$ cat src/rtl/gray_ptr_pkg.sv
// gray_ptr_pkg
// Shared helpers for the Gray-coded pointer crossing blocks.
// Functions operate on a fixed MAX_W-bit container; callers zero-extend
// narrower pointers on the way in and truncate on the way out. Zero
// extension is harmless for both conversions because the extra upper bits
// stay zero.
//   bin2gray     : binary -> Gray
//   gray2bin     : Gray -> binary
//   popcount_gt1 : true when more than one bit of the argument is set
package gray_ptr_pkg;

  localparam int MAX_W = 32;

  typedef logic [MAX_W-1:0] ptr_t;

  function automatic ptr_t bin2gray(input ptr_t b);
    return b ^ (b >> 1);
  endfunction

  // Each binary bit is the XOR of its Gray bit and all Gray bits above it.
  function automatic ptr_t gray2bin(input ptr_t g);
    ptr_t b;
    b = g;
    for (int i = MAX_W - 2; i >= 0; i--) begin
      b[i] = b[i+1] ^ g[i];
    end
    return b;
  endfunction

  // Clearing the lowest set bit leaves something nonzero only if at least
  // two bits were set.
  function automatic logic popcount_gt1(input ptr_t x);
    return (x & (x - ptr_t'(1))) != '0;
  endfunction

endpackage

$ cat src/rtl/gray_ptr_sync.sv
// gray_ptr_sync
// Brings a remote Gray pointer into the local clock domain, decodes it to
// binary and flags any synchronised step that changed more than one bit.
// Ports:
//   CLK  : local clock
//   RST  : asynchronous active-high reset
//   G_IN : remote Gray pointer, asynchronous to CLK
//   RB   : registered binary decode of the synchronised pointer
//   HOP  : sticky flag, set when two consecutive synchronised values
//          differ in more than one bit; cleared only by RST
module gray_ptr_sync
  import gray_ptr_pkg::*;
#(
  parameter int               width = 4,
  parameter logic [width-1:0] init  = {width{1'b0}}
) (
  input  logic             CLK,
  input  logic             RST,
  input  logic [width-1:0] G_IN,
  output logic [width-1:0] RB,
  output logic             HOP
);

  localparam logic [width-1:0] INIT_G = width'(bin2gray(ptr_t'(init)));

  logic [width-1:0] s1;
  logic [width-1:0] s2;
  logic [width-1:0] s3;
  logic [width-1:0] rb_q;
  logic             hop_q;

  // s1/s2 form the metastability chain; s3 only holds the previous s2 so a
  // multi-bit jump between successive settled samples can be detected.
  always_ff @(posedge CLK or posedge RST) begin
    if (RST) begin
      s1    <= INIT_G;
      s2    <= INIT_G;
      s3    <= INIT_G;
      rb_q  <= init;
      hop_q <= 1'b0;
    end else begin
      s1   <= G_IN;
      s2   <= s1;
      s3   <= s2;
      rb_q <= width'(gray2bin(ptr_t'(s2)));
      if (popcount_gt1(ptr_t'(s2 ^ s3))) begin
        hop_q <= 1'b1;
      end
    end
  end

  assign RB  = rb_q;
  assign HOP = hop_q;

endmodule

$ cat src/rtl/gray_ptr_rx.sv
// gray_ptr_rx
// Read-side pointer block of an asynchronous FIFO. Synchronises the
// write-side Gray pointer, keeps the local binary/Gray read pointer and
// derives occupancy, empty and underflow.
// Ports:
//   CLK     : local clock
//   RST     : asynchronous active-high reset
//   G_IN    : remote Gray pointer from the write domain
//   DEQ     : request to advance the local pointer
//   B_OUT   : local binary pointer
//   G_OUT   : local Gray pointer, returned to the write domain
//   RB_OUT  : decoded remote binary pointer
//   COUNT   : occupancy, RB_OUT - B_OUT modulo 2^width
//   EMPTY   : COUNT == 0
//   UFLOW   : one-cycle pulse after DEQ was seen while EMPTY
//   HOP_ERR : sticky multi-bit-step error from the synchroniser
module gray_ptr_rx
  import gray_ptr_pkg::*;
#(
  parameter int               width = 4,
  parameter logic [width-1:0] init  = {width{1'b0}}
) (
  input  logic             CLK,
  input  logic             RST,
  input  logic [width-1:0] G_IN,
  input  logic             DEQ,
  output logic [width-1:0] B_OUT,
  output logic [width-1:0] G_OUT,
  output logic [width-1:0] RB_OUT,
  output logic [width-1:0] COUNT,
  output logic             EMPTY,
  output logic             UFLOW,
  output logic             HOP_ERR
);

  // A one-bit pointer has no room for a wrap bit, so it cannot tell full
  // from empty; refuse to elaborate rather than misbehave.
  if (width < 2 || width > MAX_W) begin : g_bad_width
    $fatal(1, "gray_ptr_rx: parameter width=%0d out of range 2..%0d", width, MAX_W);
  end

  localparam logic [width-1:0] INIT_G = width'(bin2gray(ptr_t'(init)));

  logic [width-1:0] rb;
  logic             hop;
  logic [width-1:0] b_q;
  logic [width-1:0] g_q;
  logic [width-1:0] b_next;
  logic [width-1:0] count;
  logic             empty;
  logic             adv;
  logic             uflow_q;

  gray_ptr_sync #(
    .width (width),
    .init  (init)
  ) u_sync (
    .CLK  (CLK),
    .RST  (RST),
    .G_IN (G_IN),
    .RB   (rb),
    .HOP  (hop)
  );

  // Occupancy wraps naturally because both pointers carry the wrap bit.
  assign count  = rb - b_q;
  assign empty  = (count == '0);
  assign adv    = DEQ & ~empty;
  assign b_next = b_q + width'(1);

  // Binary and Gray copies are loaded from the same b_next so they can
  // never disagree; the Gray copy is registered so it is glitch-free when
  // it crosses back to the write domain.
  always_ff @(posedge CLK or posedge RST) begin
    if (RST) begin
      b_q     <= init;
      g_q     <= INIT_G;
      uflow_q <= 1'b0;
    end else begin
      if (adv) begin
        b_q <= b_next;
        g_q <= width'(bin2gray(ptr_t'(b_next)));
      end
      uflow_q <= DEQ & empty;
    end
  end

  assign B_OUT   = b_q;
  assign G_OUT   = g_q;
  assign RB_OUT  = rb;
  assign COUNT   = count;
  assign EMPTY   = empty;
  assign UFLOW   = uflow_q;
  assign HOP_ERR = hop;

endmodule

$ cat config.mk
export PLATFORM = sky130hd
export DESIGN_NAME = gray_ptr_rx
export DESIGN_NICKNAME = d
export VERILOG_FILES = /design/src/rtl/gray_ptr_pkg.sv /design/src/rtl/gray_ptr_sync.sv /design/src/rtl/gray_ptr_rx.sv
export SDC_FILE = /design/constraint.sdc
export NUM_CORES = 1
export LEC_CHECK = 0
export ABC_AREA = 1
export ABC_CLOCK_PERIOD_IN_PS = 2990
export BUFFER_PORTS_ARGS = -buffer_cell sky130_fd_sc_hd__buf_2
export CAP_MARGIN = 30
export CELL_PAD_IN_SITES_DETAIL_PLACEMENT = 0
export CELL_PAD_IN_SITES_GLOBAL_PLACEMENT = 1
export CORE_ASPECT_RATIO = 1.5
export CORE_MARGIN = 2
export CORE_UTILIZATION = 38
export CTS_CLUSTER_DIAMETER = 100
export DETAILED_ROUTE_END_ITERATION = 8
export HOLD_SLACK_MARGIN = 0.08
export PLACE_DENSITY_LB_ADDON = 0.1
export SYNTH_ARGS = -nofsm -noshare
export SYNTH_HDL_FRONTEND = slang
export SYNTH_HIERARCHICAL = 1
export SYNTH_SLANG_ARGS = --single-unit
$ cat constraint.sdc
create_clock -name CLK -period 2.99 [get_ports CLK]
set_input_delay 0.598 -clock CLK [delete_from_list [all_inputs] [get_ports CLK]]
set_output_delay 0.598 -clock CLK [all_outputs]
set_load 0.02 [all_outputs]
Word-level counts from Yosys, hierarchy flattened
Index checks and enable logic that the tools add are counted.
Cells by class
  add/sub/neg operators: 3
  bitwise operators: 9
  reductions and logical operators: 2
Operators with widths (count)
  bitwise AND 32 bit: 1
  nonzero test 32 bit: 1
  subtractor 32 x 1 -> 32 bit (second input constant): 1
  adder 4 x 1 -> 4 bit (second input constant): 1
  zero test 4 bit: 1
  subtractor 4 bit: 1
  bitwise XOR 4 x 3 -> 4 bit: 1
  bitwise XOR 4 bit: 1
  bitwise XOR 1 bit: 3
  bitwise AND 1 bit: 2
  inverter 1 bit: 1
Storage, ports and cells
  register bits after elaboration: 26
  input port bits: 7
  output and inout bits: 19
  word-level logic and storage cells: 22

Longest topological paths before layout
  depth after elaboration: 4
  gate-level depth with buffers: 12

Cells and area by module
The synthesis kept the hierarchy.
By module, submodules not included
  gray_ptr_rx: times used 1, cells an instance 78, area each 586.8 µm², seq. area each 200.2 µm²
  gray_ptr_sync: times used 1, cells an instance 60, area each 586.8 µm², seq. area each 400.4 µm²

Worst setup path before layout
No wires, ideal clock.
  path type: reg2out
  start: register b_q[0], in the netlist B_OUT[0]
  end: output port EMPTY
  arrival time: 2.061 ns
  setup slack: 0.331 ns
  stages on the path, launching flop included: 8
  path buffers: 0
  path through: dfrtp_1 -> ha_1 -> inv_1 -> fa_1 -> or2_0 -> nor2_2 -> nand3_4 -> inv_1
On the way
  cells in the longest elaborated chain, start to end: 2
RTL lines
  from (decl): RTL line gray_ptr_rx.sv:46  | logic [width-1:0] b_q;
  from (signal assigned): RTL line gray_ptr_rx.sv:76  | b_q <= init;
  from (signal assigned): RTL line gray_ptr_rx.sv:81  | b_q <= b_next;
  subtractor 4 bit: RTL line gray_ptr_rx.sv:66  | assign count = rb - b_q;
  via COUNT[1]: RTL line gray_ptr_rx.sv:30  | output logic [width-1:0] COUNT,
  zero test 4 bit: RTL line gray_ptr_rx.sv:67  | assign empty = (count == '0);
  to (decl): RTL line gray_ptr_rx.sv:31  | output logic EMPTY,
The timed path passes the listed nets, and every way through them passes these cells.

Final worst setup path
  start: register b_q[0], in the netlist B_OUT[0]
  end: output port EMPTY
On the way
  cells in the longest elaborated chain, start to end: 2
RTL lines (RTL line)
  subtractor 4 bit: gray_ptr_rx.sv:66
  zero test 4 bit: gray_ptr_rx.sv:67
Every way passes these cells.

==> summary.md <==
| Metric | Value |
|---|---|
| Nets | roughly 180 |
| Antenna viol nets, final | 0 |
| Synth cell count leaders | nand2_1 (49), dfrtp_1 (24), inv_1 (22) |
| Sequential fraction of the synthesis area | 0.512 |
| Hpwl dp | about 1.8 mm |
| EDFF count, synth | 0 |
| Slew @ Worst Pin | just under 600 ps |
| Final Cycle Share | 0.942 |
| Max IR drop VDD | ~0.54 mV |
| DRC viols | 0 |
| Worst path most repeated cell | inv_1 |
| Routability-driven placement congestion ratio | roughly 0.76 |
| Clock power frac | 0.205 |
| Seq pwr share | 0.332 |
| Worst-skew pair later-pin latency | 260 ps |
| Critical path required time | ~2400 ps |
| Setup tns final | 0 ps |
| Count leader, synth | nand2_1 |
| Reg2reg end | B_OUT[2] |
| Largest net degree at the start of global routing | 17 |
| Clock Path Buffers | 2 |
| Top_reg_cell synth | dfrtp_1 |
| TritonCTS buffer count | 3 |
| Kind of cell adding the most delay to the critical path | adder cells |
| Syn Inst Count | ~140 |
| Layout cells sized above 1 | 0.233 |
| Register-to-Register Setup Slack | around 950 ps |
| Starting Density | 0.403 |
| CP Cell Sequence | ha_1 > inv_1 > fa_1 > or2_0 > nor2_2 > nand3_4 > inv_1 > buf_2 |
| Crit Path Class | reg -> out |
| Vias in the first global route | around 940 |
| Drt wl/cell | between 10 and 15 µm |
| Final Max Slew Viols | 0 |
| Internal power | ~0.80 mW |
| Flops & latches, synth | 24 |
| FMAX | approximately 350 MHz |
| All-Layer GR Usage | 0.141 |
| First-pass GRT wire length | between 3 and 4 mm |
| Post-Synthesis Cell Area | 1170 µm² |
| FF-to-FF Start | B_OUT[0] |
| Worst Skew | 3.48 ps |
| Logic pwr share | 0.463 |
| Die area | about 3600 µm² |
| Min-Delay Path Class | in -> async |
| Power Dens Cells | 973 nW/µm² |
| Vias per cell | around 4.5 |
| Slowest-stage cell, CP | dfrtp_2 |
| CP startpoint kind | flop |
| Switching part of the total power | 0.411 |
| CP Depth | 8 |
| CTS tree | built |
| Largest area contributor in the netlist | dfrtp_1 |
| Core footprint | 2910 µm² |
| Placed Cells | 198 |
| Worst path bufs/invs | 3 |
| Clock slew at reported path FFs | ~80 ps |
| Starting DRT DRC Count | 11 |
| 1st-pass router iterations | 4 |
| Clk sinks | 24 |
| Die height | 72.1 µm |
| Port Buffers | 25 |
| Final setup fails | 0 |
| RSZ-0062 raised after global routing | no |
| Largest stage delay, worst path | roughly 470 ps |
| CP arrival | between 2000 and 2500 ps |
| Dpl cell area | ~1300 µm² |
| Worst reg2reg path depth | 9 |
| Final Hold Fails | 0 |
| Non-Filler Instances | 202 |
| Util after Layout | 0.478 |
| Initial antenna violation count | 0 |
| Top post-synthesis cells by area | dfrtp_1 (51%), nand2_1 (16%), inv_1 (7.0%) |
| Net switching power | ~0.56 mW |
| Lkg Pwr | about 0.8 nW |
| Crit path capture type | primary output |
| WL final | roughly 2.2 mm |
| Yosys Warn Count | 6 |
| Worst Path Max Fanout | 10 |
| Ports | 26 |
| Via count | around 900 |
| H-tree levels | 1 |
| DIE WIDTH | 49.4 µm |
| Synth cell types | 19 |
| Headroom to the max-slew limit | 0.610 |
| Async SR Flop Fraction | 1.00 |
| Area grow syn2layout | 18.7% |
| Final instance area | about 1400 µm² |
| Post-layout minimum cycle time | roughly 2800 ps |
| Post-synth top area share | 0.512 |
| Max-cap violations | 0 |
| Postcts setup bufs | 0 |
| Syn avg cell area | roughly 8.5 µm² |
| Status | complete, no violations |
| Row count | 24 |
| GR Overflow Total | 0 |
| Syn_nets | 150 |
| Clock root cell | clkbuf_8 |
| Ant. Diodes | 0 |
| Minimum hold slack | between 200 and 300 ps |
## layout make-up
class	count	area (µm²)
flip-flops and latches	24	602
well taps	39	48.8
fillers	304	1520
clock buffers	3	41.3
inverters	23	86.3
repair buffers	25	125
clock inverters	1	30.0
multi-input cells	87	459
## cells by family after synthesis
family	count (synthesis)	synth area share
adder cells (fa/ha/maj)	5	0.0597
AO/OA/AOI/OAI	2	0.00853
buffers and inverters	27	0.0970
flip-flops	24	0.512
AND/OR/NAND/NOR	76	0.293
XOR/XNOR	4	0.0299
## sequential cells by signal (all words and copies together) (netlist names)
register and flops:
G_OUT 4, u_sync/RB 4, u_sync/s3 3, UFLOW 1, u_sync/s1 4, B_OUT 3
u_sync/HOP 1, u_sync/s2 4
## layer usage
| layer | global-route usage | vias up | wire, µm |
|---|---|---|---|
| met4 | 0.0556 | 0 | 28 |
| li1 | - | 465 | - |
| met1 | 0.147 | 416 | 840 |
| met3 | 0.0226 | 4 | 77 |
| met5 | 0 | - | 0 |
| met2 | 0.276 | 16 | 1230 |
## worst reg2reg max path, cell delays in order (launching register included)
cell and delay [ps]:
dfrtp_2 470, ha_1 220, inv_1 80, fa_1 420, or2_0 240, nor2_2 150, nand3_4 150, nand2_4 140
nand2_1 60, nand2_1 60
## metrics by stage
stage | power (mW) | worst slack [ps]
2_1_floorplan | 0.934 | 331
3_5_place_dp | 1.09 | 422
4_1_cts | 1.38 | 119
3_3_place_gp | 1.08 | 470
5_1_grt | 1.47 | 35.7
6_report | 1.35 | 173
## cell usage in the layout (no fill, tap or decap)
cell,n
nand2_1,49
buf_2,25
dfrtp_1,23
inv_1,22
nand3_1,14
ha_1,4
nand2_2,4
nor2_1,3
xnor2_1,3
clkbuf_8,3
a21oi_1,2
nand4_1,2
dfrtp_2,1
or2_0,1
nor2_2,1
nand3_4,1
nand2_4,1
xor2_1,1
fa_1,1
bufinv_16,1
inv_2,1
## repair_timing
action / CTS / global route
hold buffers: 0 / 0
gates resized for setup: 0 / 1
setup endpoints to repair: 0 / 1
## worst max-delay path by stage
| stage | startpoint | end |
|---|---|---|
| after floorplan | B_OUT[0] | EMPTY |
| after global placement | B_OUT[0] | EMPTY |
| after detailed placement | B_OUT[0] | EMPTY |
| after CTS | B_OUT[0] | EMPTY |
| after global routing | B_OUT[0] | EMPTY |
| final | B_OUT[0] | EMPTY |
## power groups by stage
stage	Clock (mW)	Combinational (mW)	Sequential [mW]
after global routing	0.304	0.704	0.462
after floorplan	0	0.434	0.500
after detailed placement	0	0.638	0.456
final	0.278	0.627	0.450
after global placement	0	0.627	0.453
after CTS	0.290	0.640	0.449
Power figures use the tool's default switching activity.
